**config.mk**
```make
export PLATFORM = sky130hd
export DESIGN_NAME = cpu_mc_control
export DESIGN_NICKNAME = d
export VERILOG_FILES = /design/src/rtl/cpu_mc_control.sv
export SDC_FILE = /design/constraint.sdc
export NUM_CORES = 1
export LEC_CHECK = 0
export CAP_MARGIN = 40
export CORE_MARGIN = 10
export CORE_UTILIZATION = 49
export CTS_CLUSTER_SIZE = 24
export DETAILED_ROUTE_END_ITERATION = 8
export HOLD_SLACK_MARGIN = 0.12
export PLACE_DENSITY = 0.82
export REMOVE_ABC_BUFFERS = 1
export SLEW_MARGIN = 20
export SYNTH_ARGS = -nofsm -noshare
export SYNTH_HDL_FRONTEND = slang
export SYNTH_SLANG_ARGS = --single-unit
```
**constraint.sdc**
```tcl
create_clock -name Clock_i -period 3.1 [get_ports Clock_i]
set_input_delay 0.465 -clock Clock_i [delete_from_list [all_inputs] [get_ports Clock_i]]
set_output_delay 0.465 -clock Clock_i [all_outputs]
set_load 0.01 [all_outputs]
```
**src/rtl/cpu_mc_control.sv**
```systemverilog
`default_nettype none
// ============================================================================
//  Module   : cpu_mc_control
//  Purpose  : Multi-cycle control unit for the 16-bit CPU. Steps the shared
//             datapath through fetch / decode / execute / memory / writeback,
//             with a memory-wait timeout, HALT and FAULT terminal states and
//             a count of completed instruction fetches.
//  Revision : 1.0  initial release
// ----------------------------------------------------------------------------
//  Ports
//    Clock_i        system clock, rising edge
//    Reset_i        synchronous active-high reset
//    Opcode_i[3:0]  IR[15:12], valid from DECODE onward
//    Zero_i         ALU zero flag for the current ALU operation
//    MemReady_i     memory completes the current access this cycle
//    PCWrite_o, IRWrite_o, IorD_o, MemRead_o, MemWrite_o, RegWrite_o,
//    RegDst_o, MemToReg_o, ALUSrcA_o, ALUSrcB_o[1:0], ALUOp_o[1:0],
//    PCSource_o[1:0]            datapath enables and mux selects
//    Halted_o / Fault_o         high in HALT / FAULT
//    IllegalOp_o                one-cycle pulse in DECODE on undefined opcode
//    State_o[3:0]               current state encoding
//    InstrCount_o[CNT_W-1:0]    number of completed fetches (wraps)
// ============================================================================
module cpu_mc_control #(
   parameter int WAIT_MAX = 15,
   parameter int CNT_W    = 16
) (
   input  logic             Clock_i,
   input  logic             Reset_i,
   input  logic [3:0]       Opcode_i,
   input  logic             Zero_i,
   input  logic             MemReady_i,
   output logic             PCWrite_o,
   output logic             IRWrite_o,
   output logic             IorD_o,
   output logic             MemRead_o,
   output logic             MemWrite_o,
   output logic             RegWrite_o,
   output logic             RegDst_o,
   output logic             MemToReg_o,
   output logic             ALUSrcA_o,
   output logic [1:0]       ALUSrcB_o,
   output logic [1:0]       ALUOp_o,
   output logic [1:0]       PCSource_o,
   output logic             Halted_o,
   output logic             Fault_o,
   output logic             IllegalOp_o,
   output logic [3:0]       State_o,
   output logic [CNT_W-1:0] InstrCount_o
);

   typedef enum logic [3:0] {
      S_FETCH     = 4'd0,
      S_DECODE    = 4'd1,
      S_EXEC_R    = 4'd2,
      S_EXEC_I    = 4'd3,
      S_MEM_ADDR  = 4'd4,
      S_MEM_READ  = 4'd5,
      S_MEM_WRITE = 4'd6,
      S_WB_R      = 4'd7,
      S_WB_I      = 4'd8,
      S_WB_MEM    = 4'd9,
      S_BRANCH    = 4'd10,
      S_JUMP      = 4'd11,
      S_HALT      = 4'd12,
      S_FAULT     = 4'd13
   } state_t;

   // Counter only has to reach WAIT_MAX-1.
   localparam int WCNT_W = (WAIT_MAX > 1) ? $clog2(WAIT_MAX) : 1;
   localparam logic [WCNT_W-1:0] c_WAIT_LIM = WCNT_W'(WAIT_MAX - 1);

   state_t              state_q, state_d;
   logic [WCNT_W-1:0]   wait_q, wait_d;
   logic [CNT_W-1:0]    count_q, count_d;
   logic                w_is_mem;
   logic                w_timeout;

   assign w_is_mem  = (state_q == S_FETCH) || (state_q == S_MEM_READ) ||
                      (state_q == S_MEM_WRITE);
   // MemReady on the limit cycle wins, so the timeout needs MemReady low.
   assign w_timeout = (WAIT_MAX != 0) && w_is_mem && !MemReady_i &&
                      (wait_q == c_WAIT_LIM);

   // Next-state logic
   always_comb begin
      state_d = state_q;
      count_d = count_q;
      case (state_q)
         S_FETCH: begin
            if (MemReady_i) begin
               state_d = S_DECODE;
               count_d = count_q + 1'b1;
            end
         end
         S_DECODE: begin
            case (Opcode_i)
               4'b0000:          state_d = S_EXEC_R;
               4'b0001:          state_d = S_EXEC_I;
               4'b0010, 4'b0011: state_d = S_MEM_ADDR;
               4'b0100, 4'b0101: state_d = S_BRANCH;
               4'b0110:          state_d = S_JUMP;
               4'b0111:          state_d = S_HALT;
               default:          state_d = S_FETCH;
            endcase
         end
         S_EXEC_R:    state_d = S_WB_R;
         S_EXEC_I:    state_d = S_WB_I;
         S_MEM_ADDR:  state_d = (Opcode_i == 4'b0011) ? S_MEM_WRITE : S_MEM_READ;
         S_MEM_READ:  if (MemReady_i) state_d = S_WB_MEM;
         S_MEM_WRITE: if (MemReady_i) state_d = S_FETCH;
         S_WB_R, S_WB_I, S_WB_MEM, S_BRANCH, S_JUMP: state_d = S_FETCH;
         S_HALT:      state_d = S_HALT;
         S_FAULT:     state_d = S_FAULT;
         default:     state_d = S_FAULT;
      endcase
      if (w_timeout) state_d = S_FAULT;

      // Any state change clears the wait counter, so each memory state
      // starts its own wait budget from zero.
      if (state_d != state_q)
         wait_d = '0;
      else if (w_is_mem && !MemReady_i)
         wait_d = wait_q + 1'b1;
      else
         wait_d = wait_q;
   end

   always_ff @(posedge Clock_i) begin
      if (Reset_i) begin
         state_q <= S_FETCH;
         wait_q  <= '0;
         count_q <= '0;
      end else begin
         state_q <= state_d;
         wait_q  <= wait_d;
         count_q <= count_d;
      end
   end

   // Moore decode from the state register; only FETCH and BRANCH strobes
   // are qualified by MemReady / Zero respectively.
   always_comb begin
      PCWrite_o   = 1'b0;
      IRWrite_o   = 1'b0;
      IorD_o      = 1'b0;
      MemRead_o   = 1'b0;
      MemWrite_o  = 1'b0;
      RegWrite_o  = 1'b0;
      RegDst_o    = 1'b0;
      MemToReg_o  = 1'b0;
      ALUSrcA_o   = 1'b0;
      ALUSrcB_o   = 2'b00;
      ALUOp_o     = 2'b00;
      PCSource_o  = 2'b00;
      Halted_o    = 1'b0;
      Fault_o     = 1'b0;
      IllegalOp_o = 1'b0;
      case (state_q)
         S_FETCH: begin
            MemRead_o = 1'b1;
            ALUSrcB_o = 2'b01;
            IRWrite_o = MemReady_i;
            PCWrite_o = MemReady_i;
         end
         S_DECODE: begin
            ALUSrcB_o   = 2'b10;
            IllegalOp_o = Opcode_i[3];
         end
         S_EXEC_R: begin
            ALUSrcA_o = 1'b1;
            ALUOp_o   = 2'b10;
         end
         S_EXEC_I, S_MEM_ADDR: begin
            ALUSrcA_o = 1'b1;
            ALUSrcB_o = 2'b10;
         end
         S_MEM_READ: begin
            MemRead_o = 1'b1;
            IorD_o    = 1'b1;
         end
         S_MEM_WRITE: begin
            MemWrite_o = 1'b1;
            IorD_o     = 1'b1;
         end
         S_WB_R: begin
            RegWrite_o = 1'b1;
            RegDst_o   = 1'b1;
         end
         S_WB_I: RegWrite_o = 1'b1;
         S_WB_MEM: begin
            RegWrite_o = 1'b1;
            MemToReg_o = 1'b1;
         end
         S_BRANCH: begin
            ALUSrcA_o  = 1'b1;
            ALUOp_o    = 2'b01;
            PCSource_o = 2'b01;
            // Opcode bit 0 distinguishes BNE from BEQ.
            PCWrite_o  = Opcode_i[0] ? ~Zero_i : Zero_i;
         end
         S_JUMP: begin
            PCSource_o = 2'b10;
            PCWrite_o  = 1'b1;
         end
         S_HALT:  Halted_o = 1'b1;
         S_FAULT: Fault_o  = 1'b1;
         default: Fault_o  = 1'b1;
      endcase
      if (Reset_i) begin
         PCWrite_o   = 1'b0;
         IRWrite_o   = 1'b0;
         MemRead_o   = 1'b0;
         MemWrite_o  = 1'b0;
         RegWrite_o  = 1'b0;
         IllegalOp_o = 1'b0;
      end
   end

   assign State_o      = state_q;
   assign InstrCount_o = count_q;

endmodule
`default_nettype wire

```
==> Yosys cells after proc, flatten, opt, wreduce, memory -nomap -nowiden <==
Memories as Yosys holds them, arrays and structs flattened.
Cells that the tools add are included.
{ "totals": {"reg_bits": 24, "mem_bits_ro": 32, "out_inout_bits": 38, "word_cells": 66, "memories": 1} }
{ "mem_list": {"columns": ["memory", "depth", "width", "read_ports", "rd_clocked_by_memory_dff", "wr", "line", "rtl"], "rows": [
  ["(no name shown)", 8, 4, 1, 0, 0, "97", "case (Opcode_i)"]
]} }
{ "op_classes": {"add_sub_neg": 2, "eq_ne": 15, "muxes": 29, "bitwise_logic": 1, "reduce_logical": 15} }
{ "ops": {"columns": ["operator", "count"], "rows": [
  ["$pmux 4 s9", 1],
  ["$eq 4x4->1 const B", 6],
  ["$mux 4", 5],
  ["$mux 1", 18],
  ["$add 16x1->16 const B", 1],
  ["$eq 4x3->1 const B", 4],
  ["$reduce_or 13->1", 1],
  ["$eq 4x2->1 const B", 3],
  ["$pmux 2 s2", 3],
  ["$reduce_or 2->1", 3],
  ["$reduce_or 3->1", 2],
  ["$reduce_or 5->1", 1],
  ["$add 4x1->4 const B", 1],
  ["$eq 4x1->1 const B", 1],
  ["$logic_not 4->1", 1],
  ["$ne 4x4->1", 1],
  ["$reduce_or 4->1", 1],
  ["$pmux 1 s3", 1],
  ["$logic_and 1x1->1", 2],
  ["$logic_or 1x1->1", 2],
  ["$mux 2", 1],
  ["$reduce_and 2->1", 1],
  ["$logic_not 1->1", 1],
  ["$not 1->1", 1]
]} }

==> Logic depth before layout (Yosys ltp) <==
Gate-level depths: netlist of the first run.
{ "depth": {"word_depth": 8, "ltp_mapped": 8, "ltp_nobuf": 7} }

==> Worst setup path before layout of the first run <==
Ideal clock, no wire load.
{ "synth_path": {"kind": "reg2out", "from": "register state_q[2], in the netlist State_o[2]", "to": "output ALUSrcA_o", "arrival_ns": 1.503, "required_ns": 2.635, "setup_slack_ns": 1.132, "path_stages_with_launch": 6, "n_path_buf": 2, "cell_sequence": "dfxtp_1 > buf_6 > clkbuf_1 > nand2b_1 > mux2_2 > o21ai_0"} }
{ "synth_via": {"elab_chain_cells": 3, "elab_cells_between_ends": 6} }
{ "synth_rtl": {"columns": ["element", "line", "rtl"], "rows": [
  ["start, declared", "73", "state_t state_q, state_d;"],
  ["start signal, assigned", "135", "state_q <= state_d;"],
  ["$eq 4x4->1 (tied with other cells)", "159", "case (state_q)"],
  ["$reduce_or 4->1 (no source line) (*)", null, null],
  ["$mux 1 (*)", "159", null],
  ["end, declared", "41", "output logic ALUSrcA_o,"]
]} }
Mark *: on every way between the ends. The rest lies on a longest branch, timed or not.

==> Worst setup path after layout of the first run <==
{ "layout_path": {"from": "register state_q[3], in the netlist State_o[3]", "to": "output IllegalOp_o"} }
{ "layout_via": {"elab_chain_cells": 3} }
{ "layout_rtl": {"columns": ["element", "line", "rtl"], "rows": [
  ["$eq 4x1->1", "159", null],
  ["$mux 1", "159", null],
  ["$mux 1", "210", "if (Reset_i) begin"],
  ["end, declared", "47", "output logic IllegalOp_o,"]
]} }
Every way passes these cells.

==> results.yml, run 1 <==
power:
  internal_power_mw: 0.5657
  comb_power_share_pct: 28.9
  power_density_nw_per_um2: 380.0
  power.share.clock_pct: 28.1
  power.switching_mw: 0.2222
  sequentialPowerShare_pct: 43.0
  swShare_pct: 28.20
  p_leak_nw: 0.7201
  ir_drop_uv: 498.3
layout:
  nNetsFinal: 244
  syn2layout_area_growth_pct: 30.99
  drive_gt1_share_pct: 10.78
  fill_cells: 265
  antennaDiodeCount: 0
  utilization_pct: 67.36
  final_common_cell: "clkdlybuf4s50_1"
  layout_common_cells: "45 x clkdlybuf4s50_1, 28 x nor2_1, 24 x dfxtp_1"
placed_design:
  place_congestion: 0.8249
  hpwl_um: 3020
  port_buffers: 45
  place_ws_ns: 0.5699
hold_path:
  hold_depth: 2
  hp-class: "register to register"
clock_tree:
  clockBufferDepth: 2
  clk_latency_ns: 0.31
  h-tree-depth: 1
  root_buffer: "clkbuf_4"
  cts_sinks: 24
  post_cts_buffers: 0
  post_cts_resized: 0
  cts_hold_buf: 0
  clk_pin_slew_ns: 0.13
  numCtsBuffers: 3
  cts_tree: "done"
logic_synthesis:
  avgSynthCellArea_sq_um: 8.201
  syn_area_sq_um: 1583
  synthCells: 193
  ys_warn_count: 0
  synth-seq-area-share_pct: 30.36
  yosysUniqueCellTypes: 50
  synth_edf_count: 0
  async_reset_ff_share_pct: 0
  ys_ff_latch: 24
  ys.flop_type: "dfxtp_1"
  synth_largest_area_cell: "dfxtp_1"
  synthTopCellsByArea: "dfxtp_1 30%, xor2_1 7.2%, nor2_1 6.6%"
  synth_top_area_share_pct: 30.36
sta:
  fin_ws_ns: 0.3923
  fin_skew_ns: 0.006894
  rsz0062_at_grt: "false"
  tightest_slew_ns: 0.6892
  hold_viol: 0
  slew_headroom_pct: 53.99
  setup_violations: 0
  finalMaxSlewViolations: 0
  min_period_over_period_pct: 87.35
  finalCriticalPeriod_ns: 2.708
  tns_ns: 0
  fmax_mhz: 369.3
route:
  routedWlPerCell_um: 13.75
  ant_nets: 0
  firstDrtPassIters: 4
  drt-total-wl_um: 3796
  drtIter0Drc: 70
  viasPerCell: 5.301
  drc: 0
  vias: 1463
grt:
  grt_max_degree: 21
  antenna_found_initial: 0
  overflow: 0
  grt_pass1_vias: 1319
  grt_usage_pct: 12.39
  grt_pass1_wl_um: 6437
worst_setup_path:
  cp-start-kind: "register"
  crit_path_end_kind: "output port"
  reg2reg_depth: 6
  cp.arrival_ns: 2.24
  cpMaxStageDelayCell: "or4b_4"
  critPathKind: "register to output port"
  required_ns: 2.63
  crit_path_max_incr_delay_ns: 0.60
  path_cells: "or4b_4 > nor3b_1 > clkdlybuf4s50_1"
  cp_max_fo: 20
floorplan:
  fp.dieH_um: 76.84
  dieArea_sq_um: 5904
  num_rows: 20
  die_w_um: 76.84
  core-area_sq_um: 3078
  ios: 46
  start_util_pct: 51.42
flow_run:
  cap_viol_max_count: 0
outcome:
  status: "complete, no violations"
cell families (layout without fill, tap and decap cells):
family | count (synthesis) | count (layout) | synth area share, %
AND/OR/NAND/NOR | 93 | 93 | 32.02
AO/OA/AOI/OAI | 34 | 34 | 16.21
XOR/XNOR | 18 | 18 | 9.960
buffers and inverters | 18 | 57 | 7.114
flip-flops | 24 | 24 | 30.36
multiplexers | 3 | 3 | 1.976
adder cells (fa/ha/maj) | 3 | 3 | 2.372
power by group through the flow:
stage,clock [mW],combinational (mW),sequential [mW]
after floorplan,0,0.122,0.355
after global placement,0,0.227,0.345
after detailed placement,0,0.229,0.345
after CTS,0.231,0.229,0.339
after global routing,0.238,0.251,0.341
final,0.221,0.228,0.339
sequential cells by signal (all words and copies together) (netlist names):
signal	flops
wait_q	4
State_o	4
InstrCount_o	16
cell usage after synthesis, types with 4 or more instances:
cell type and n:
nand2_1 13, nand2b_1 4, nor2_1 28, dfxtp_1 24
and3_1 4, and2_1 4, xor2_1 13, buf_6 5
nand4_1 4, clkbuf_1 5, o21ai_0 6, nand3_1 6
nor3_1 9, inv_1 4, a21oi_1 12, or3_1 6
xnor2_1 5
critical path, delay by kind of cell, from the launching register on:
kind / cells / cell delay [ns]
flip-flops: 1 / 0.55
AND/OR/NAND/NOR: 2 / 0.80
buffers and inverters: 1 / 0.58
path summary, 6_finish.rpt:
path,from,endpoint,slack [ns]
max,State_o[3],IllegalOp_o,0.39
min reg2reg,InstrCount_o[15],InstrCount_o[15],0.51
min,InstrCount_o[15],InstrCount_o[15],0.51
max reg2reg,State_o[3],wait_q[2],0.91
layout make-up:
type                            count  area, sq um  share of cell area (%)
Multi-Input combinational cell    151        989.7                   47.74
Sequential cell                    24        480.5                   23.17
Timing Repair Buffer               49        480.5                   23.17
Tap cell                           44        55.05                   2.655
Clock inverter                      1        30.03                   1.448
Clock buffer                        3        22.52                   1.086
Inverter                            4        15.01                  0.7242
through the flow:
| stage | hold slack [ns] | std cells | total power, mW | area, sq um |
|---|---|---|---|---|
| 2_1_floorplan | 0.4962 | 179 | 0.4768 | 1485 |
| 3_3_place_gp | 0.4744 | 272 | 0.5720 | 2021 |
| 3_5_place_dp | 0.4956 | 272 | 0.5740 | 2021 |
| 4_1_cts | 0.5140 | 276 | 0.7983 | 2073 |
| 5_1_grt | 0.5328 | 276 | 0.8298 | 2073 |
| 6_report | 0.5104 | 276 | 0.7879 | 2073 |
routing by layer:
metal,routed length (um),global-route usage (%)
met2,1963,21.59
met4,14,1.115
met5,0,0
met3,164,3.380
met1,1654,15.22
No activity file was read; power rests on OpenSTA's default activity.
==> run 2, diff against run 1 <==
--- a/config.mk
+++ b/config.mk
@@ -5,11 +5,12 @@
 export SDC_FILE = /design/constraint.sdc
 export NUM_CORES = 1
 export LEC_CHECK = 0
+export ABC_AREA = 1
 export CAP_MARGIN = 40
 export CORE_MARGIN = 10
 export CORE_UTILIZATION = 49
-export CTS_CLUSTER_SIZE = 24
 export DETAILED_ROUTE_END_ITERATION = 8
+export GPL_TIMING_DRIVEN = 0
 export HOLD_SLACK_MARGIN = 0.12
 export PLACE_DENSITY = 0.82
 export REMOVE_ABC_BUFFERS = 1
==> run 2 against run 1 <==
Against the previous run: die area down 0.70%; combinational power up 22%; routed wire length up 3.4%; global-route usage up 0.77 points; sequential share of layout area down 0.29 points; area after synthesis down 0.95%; worst setup slack better by 0.076 ns; synthesized cell count up 24%; worst hold slack worse by 0.033 ns; critical path depth unchanged; critical path type is now input port to output port; critical endpoint unchanged.
==> results.yml, run 2 <==
sta:
  slew_headroom_pct: 50.09
  tightest_slew_ns: 0.7463
  setup_violations: 0
  hold_viol: 0
  rsz0062_at_grt: "false"
  min_period_over_period_pct: 84.91
  tns_ns: 0
  finalCriticalPeriod_ns: 2.632
  fin_skew_ns: 0.009690
  fmax_mhz: 379.9
  finalMaxSlewViolations: 0
grt:
  grt_max_degree: 19
  grt_pass1_wl_um: 6782
  antenna_found_initial: 0
  overflow: 0
  grt_pass1_vias: 1549
  grt_usage_pct: 13.16
worst_setup_path:
  critPathKind: "input port to output port"
  required_ns: 2.63
  r2r_slack_ns: 1.22
  cp.arrival_ns: 2.17
  cp_max_fo: 18
  r2r-end: "wait_q[3]"
  cpMaxStageDelayCell: "clkdlybuf4s50_1"
  critPathTopFamily: "buffers and inverters"
  r2r-start: "State_o[2]"
  path_cells: "clkdlybuf4s50_1 > nor3_1 > clkdlybuf4s50_1"
  path_buf_inv: 2
  cp_common_cell: "clkdlybuf4s50_1"
  reg2reg_depth: 10
  crit_path_max_incr_delay_ns: 0.79
  crit_path_end_kind: "output port"
  cp-start-kind: "input port"
placed_design:
  place_congestion: 0.9561
  port_buffers: 45
  hpwl_um: 3131
clock_tree:
  cts_sinks: 24
  clockBufferDepth: 2
  clk_pin_slew_ns: 0.13
  root_buffer: "clkbuf_4"
  cts_hold_buf: 0
  cts_tree: "done"
  clk_latency_ns: 0.31
  post_cts_buffers: 0
  post_cts_resized: 0
  h-tree-depth: 1
  numCtsBuffers: 3
route:
  firstDrtPassIters: 4
  ant_nets: 0
  vias: 1643
  routedWlPerCell_um: 11.97
  viasPerCell: 5.009
  drtIter0Drc: 157
  drc: 0
  drt-total-wl_um: 3925
layout:
  nNetsFinal: 296
  layout_common_cells: "49 x nand2_1, 46 x nor2_1, 45 x clkdlybuf4s50_1"
  largest_reg_flops: 16
  fill_cells: 307
  drive_gt1_share_pct: 8.803
  utilization_pct: 68.77
  antennaDiodeCount: 0
  final_common_cell: "nand2_1"
  syn2layout_area_growth_pct: 33.92
hold_path:
  hold_depth: 2
  hp-class: "register to register"
  hp-start: "InstrCount_o[14]"
  min_to: "InstrCount_o[14]"
logic_synthesis:
  yosysUniqueCellTypes: 31
  ys_ff_latch: 24
  synth_largest_area_cell: "dfxtp_1"
  async_reset_ff_share_pct: 0
  avgSynthCellArea_sq_um: 6.560
  ys_warn_count: 0
  synth_edf_count: 0
  syn_area_sq_um: 1568
  synth-seq-area-share_pct: 30.65
  synth_common_cells: "49 x nand2_1, 46 x nor2_1, 32 x inv_1"
  synthCells: 239
  ys.flop_type: "dfxtp_1"
  synth.most_common_cell: "nand2_1"
  synthTopCellsByArea: "dfxtp_1 31%, nand2_1 12%, nor2_1 11%"
  synth_top_area_share_pct: 30.65
floorplan:
  dieArea_sq_um: 5862
  fp.dieH_um: 76.57
  start_util_pct: 51.35
  num_rows: 20
  ios: 46
  core-area_sq_um: 3053
  die_w_um: 76.57
power:
  ir_drop_uv: 398.7
  p_leak_nw: 0.9233
  p_total_mw: 0.8476
  power_density_nw_per_um2: 403.7
outcome:
  status: "complete, no violations"
flow_run:
  cap_viol_max_count: 0
==> run 2: cell count changes in the layout (fill, tap and decap cells not counted), moves of 5 or more <==
cell | before | now
nor2_1 | 28 | 46
nor3_1 | 9 | 4
xor2_1 | 13 | 5
inv_1 | 4 | 32
nand2_1 | 13 | 49
or3_1 | 6 | 0
nor2_4 | 1 | 6
nand3_1 | 6 | 16
==> run 2: tightest hold or removal path: cells and delay by family, from the launching register on <==
kind | cells | cell delay, ns
AOI/OAI and AO/OA | 1 | 0.04
buffers and inverters | 1 | 0.06
DFF | 1 | 0.35
==> run 2: logic make-up (layout without fill, tap and decap cells) <==
logic type | Yosys count | in the layout | synth area share, %
simple gates | 135 | 135 | 42.06
buf+inv | 40 | 85 | 10.29
compound gates | 31 | 31 | 11.25
flops | 24 | 24 | 30.65
xor+xnor | 6 | 6 | 3.352
fa+ha+maj | 3 | 3 | 2.395
==> run 2: routing by layer <==
metal	routed length [um]	GRT usage (%)	vias to the layer above
li1	-	-	852
met1	1631	14.60	735
met2	1909	23.13	54
met3	367	4.717	2
met4	16	3.346	0
met5	0	0	-
==> run 2: power breakdown <==
group          switching (mW)  internal (mW)  total, mW
logic                   0.159          0.119      0.278
registers              0.0237          0.323      0.347
clock network          0.0917          0.131      0.222
==> run 2: final cells by class <==
type                    instances  area, sq um  area share [%]
clock buffers                   3        22.52           1.073
clock inverters                 1        30.03           1.430
inverters                      36        135.1           6.436
multi-input cells             175        925.9           44.10
flip-flops and latches         24        480.5           22.88
well taps                      44        55.05           2.622
repair buffers                 45        450.4           21.45
==> run 2: stage by stage <==
step                      hold slack (ns)  instance area, sq um  std cells  setup slack (ns)
after floorplan                    0.4867                  1541        235             1.185
after global placement             0.4559                  2047        324            0.4661
after detailed placement           0.4635                  2047        324            0.4729
after CTS                          0.4779                  2100        328            0.4568
after global routing               0.5047                  2100        328            0.3032
final                              0.4777                  2100        328            0.4679
==> run 2: worst max-delay path by stage <==
stage | start | slack (ns) | end | cells past startpoint
5_1_grt | State_o[3] | 0.30 | PCWrite_o | 7
3_5_place_dp | Reset_i | 0.47 | IllegalOp_o | 3
4_1_cts | Reset_i | 0.46 | IllegalOp_o | 3
6_report | Reset_i | 0.47 | IllegalOp_o | 3
2_1_floorplan | State_o[1] | 1.19 | PCWrite_o | 6
3_3_place_gp | Reset_i | 0.47 | IllegalOp_o | 3
==> run 3, diff against run 2 <==
--- a/config.mk
+++ b/config.mk
@@ -8,11 +8,11 @@
 export ABC_AREA = 1
 export CAP_MARGIN = 40
 export CORE_MARGIN = 10
-export CORE_UTILIZATION = 49
+export CORE_UTILIZATION = 43
 export DETAILED_ROUTE_END_ITERATION = 8
 export GPL_TIMING_DRIVEN = 0
 export HOLD_SLACK_MARGIN = 0.12
-export PLACE_DENSITY = 0.82
+export PLACE_DENSITY = 0.77
 export REMOVE_ABC_BUFFERS = 1
 export SLEW_MARGIN = 20
 export SYNTH_ARGS = -nofsm -noshare
==> constraint.sdc (replaced) <==
create_clock -name Clock_i -period 2.3 [get_ports Clock_i]
set_input_delay 0.345 -clock Clock_i [delete_from_list [all_inputs] [get_ports Clock_i]]
set_output_delay 0.345 -clock Clock_i [all_outputs]
set_load 0.01 [all_outputs]
==> run 3 against run 2 <==
Against the previous run: combinational power grew 35%; via count shrank 2.3%; first-iteration DRC count shrank 41%; flip-flop and latch count is the same.
==> results.yml, run 3 (same netlist as run 2, synthesis figures left out) <==
hold_path:
  hp-class: "register to register"
floorplan:
  die_w_um: 80.38
  ios: 46
  core-area_sq_um: 3442
  dieArea_sq_um: 6461
  start_util_pct: 45.55
  fp.dieH_um: 80.38
  num_rows: 21
clock_tree:
  numCtsBuffers: 3
  clk_latency_ns: 0.27
  clk_pin_slew_ns: 0.09
  clockBufferDepth: 2
  h-tree-depth: 1
  cts_tree: "done"
  cts_sinks: 24
  cts_hold_buf: 0
  root_buffer: "clkbuf_8"
placed_design:
  port_buffers: 45
  hpwl_um: 3166
  place_ws_ns: -0.1013
  placement.cell_area_sq_um: 2049
  place_congestion: 0.8894
route:
  firstDrtPassIters: 4
  ant_nets: 0
  vias: 1605
  routedWlPerCell_um: 12.08
  drtIter0Drc: 92
  drc: 0
  drt-total-wl_um: 3987
  viasPerCell: 4.864
sta:
  hold_viol: 0
  timing.hold.ws_ns: 0.4754
  finalCriticalPeriod_ns: 2.174
  fin_skew_ns: 0.01064
  tightest_slew_ns: 0.7582
  finalMaxSlewViolations: 0
  setup_violations: 0
  min_period_over_period_pct: 94.50
  fmax_mhz: 460.1
  slew_headroom_pct: 49.46
  fin_ws_ns: 0.1265
  rsz0062_at_grt: "false"
worst_setup_path:
  required_ns: 1.96
  path_cells: "inv_2 > nor2_1 > nand2_1 > a21oi_1 > clkdlybuf4s50_1"
  cpMaxStageDelayCell: "clkdlybuf4s50_1"
  crit_path_end_kind: "output port"
  cp_max_fo: 10
  cp.arrival_ns: 1.83
  cp-start-kind: "register"
  crit_path_max_incr_delay_ns: 0.56
  critPathKind: "register to output port"
power:
  p_leak_nw: 0.9495
  ir_drop_uv: 380.1
  p_total_mw: 1.213
  power_density_nw_per_um2: 567.6
outcome:
  status: "complete, no violations"
layout:
  utilization_pct: 62.09
  ff_latch_area_sq_um: 485.5
  final_common_cell: "nand2_1"
  antennaDiodeCount: 0
  syn2layout_area_growth_pct: 36.31
  fill_cells: 320
  multiInputGateArea_sq_um: 935.9
  largest_reg_flops: 16
  nNetsFinal: 296
  drive_gt1_share_pct: 10.92
  layout_common_cells: "49 x nand2_1, 44 x nor2_1, 43 x clkdlybuf4s50_1"
  finalInstanceArea_sq_um: 2137
grt:
  grt_pass1_wl_um: 6927
  grt_pass1_vias: 1566
  antenna_found_initial: 0
  grt_usage_pct: 12.78
  overflow: 0
  grt_max_degree: 19
flow_run:
  cap_viol_max_count: 0
run 3: worst max-delay path: cells and delay by family, from the launching register on:
kind / cells / cell delay [ns]
DFF: 1 / 0.47
AOI/OAI and AO/OA: 1 / 0.15
and+or+nand+nor: 2 / 0.30
buffers and inverters: 2 / 0.63
run 3: power breakdown:
| part | internal, mW | switching [mW] |
|---|---|---|
| clock | 0.233 | 0.133 |
| sequential | 0.437 | 0.0337 |
| combinational | 0.161 | 0.215 |
run 3: final timing paths:
path	from	to	slack, ns	cells after the start
setup / recovery	State_o[2]	MemRead_o	0.13	5
hold / removal	InstrCount_o[14]	InstrCount_o[14]	0.48	2
setup reg to reg	State_o[0]	InstrCount_o[15]	0.59	8
hold reg to reg	InstrCount_o[14]	InstrCount_o[14]	0.48	2
run 3: metal layers:
layer,vias to the layer above,GRT usage [%],part of all wire [%]
li1,847,-,-
met1,707,15.34,44
met2,44,21.18,46
met3,7,4.009,9.1
met4,0,3.697,1.3
met5,-,0,0
run 3: through the flow:
stage,setup TNS [ns],instances
after floorplan,0,235
after global placement,-0.1929,326
after detailed placement,-0.3735,326
after CTS,0,330
after global routing,0,330
final,0,330
run 3: area by class of cell:
cell class                 instances  share of cell area (%)
clock buffer                       3                   1.932
multi-input combinational        175                   43.79
tap                               46                   2.693
clock inverter                     1                   1.405
sequential                        24                   22.72
inverter                          36                   6.323
timing repair buffer              45                   21.14
run 3: repair_timing:
| item | in CTS | in global routing |
|---|---|---|
| setup buffers | 0 | 0 |
| resized for setup | 5 | 4 |
| endpoints found under the setup margin | 5 | 2 |
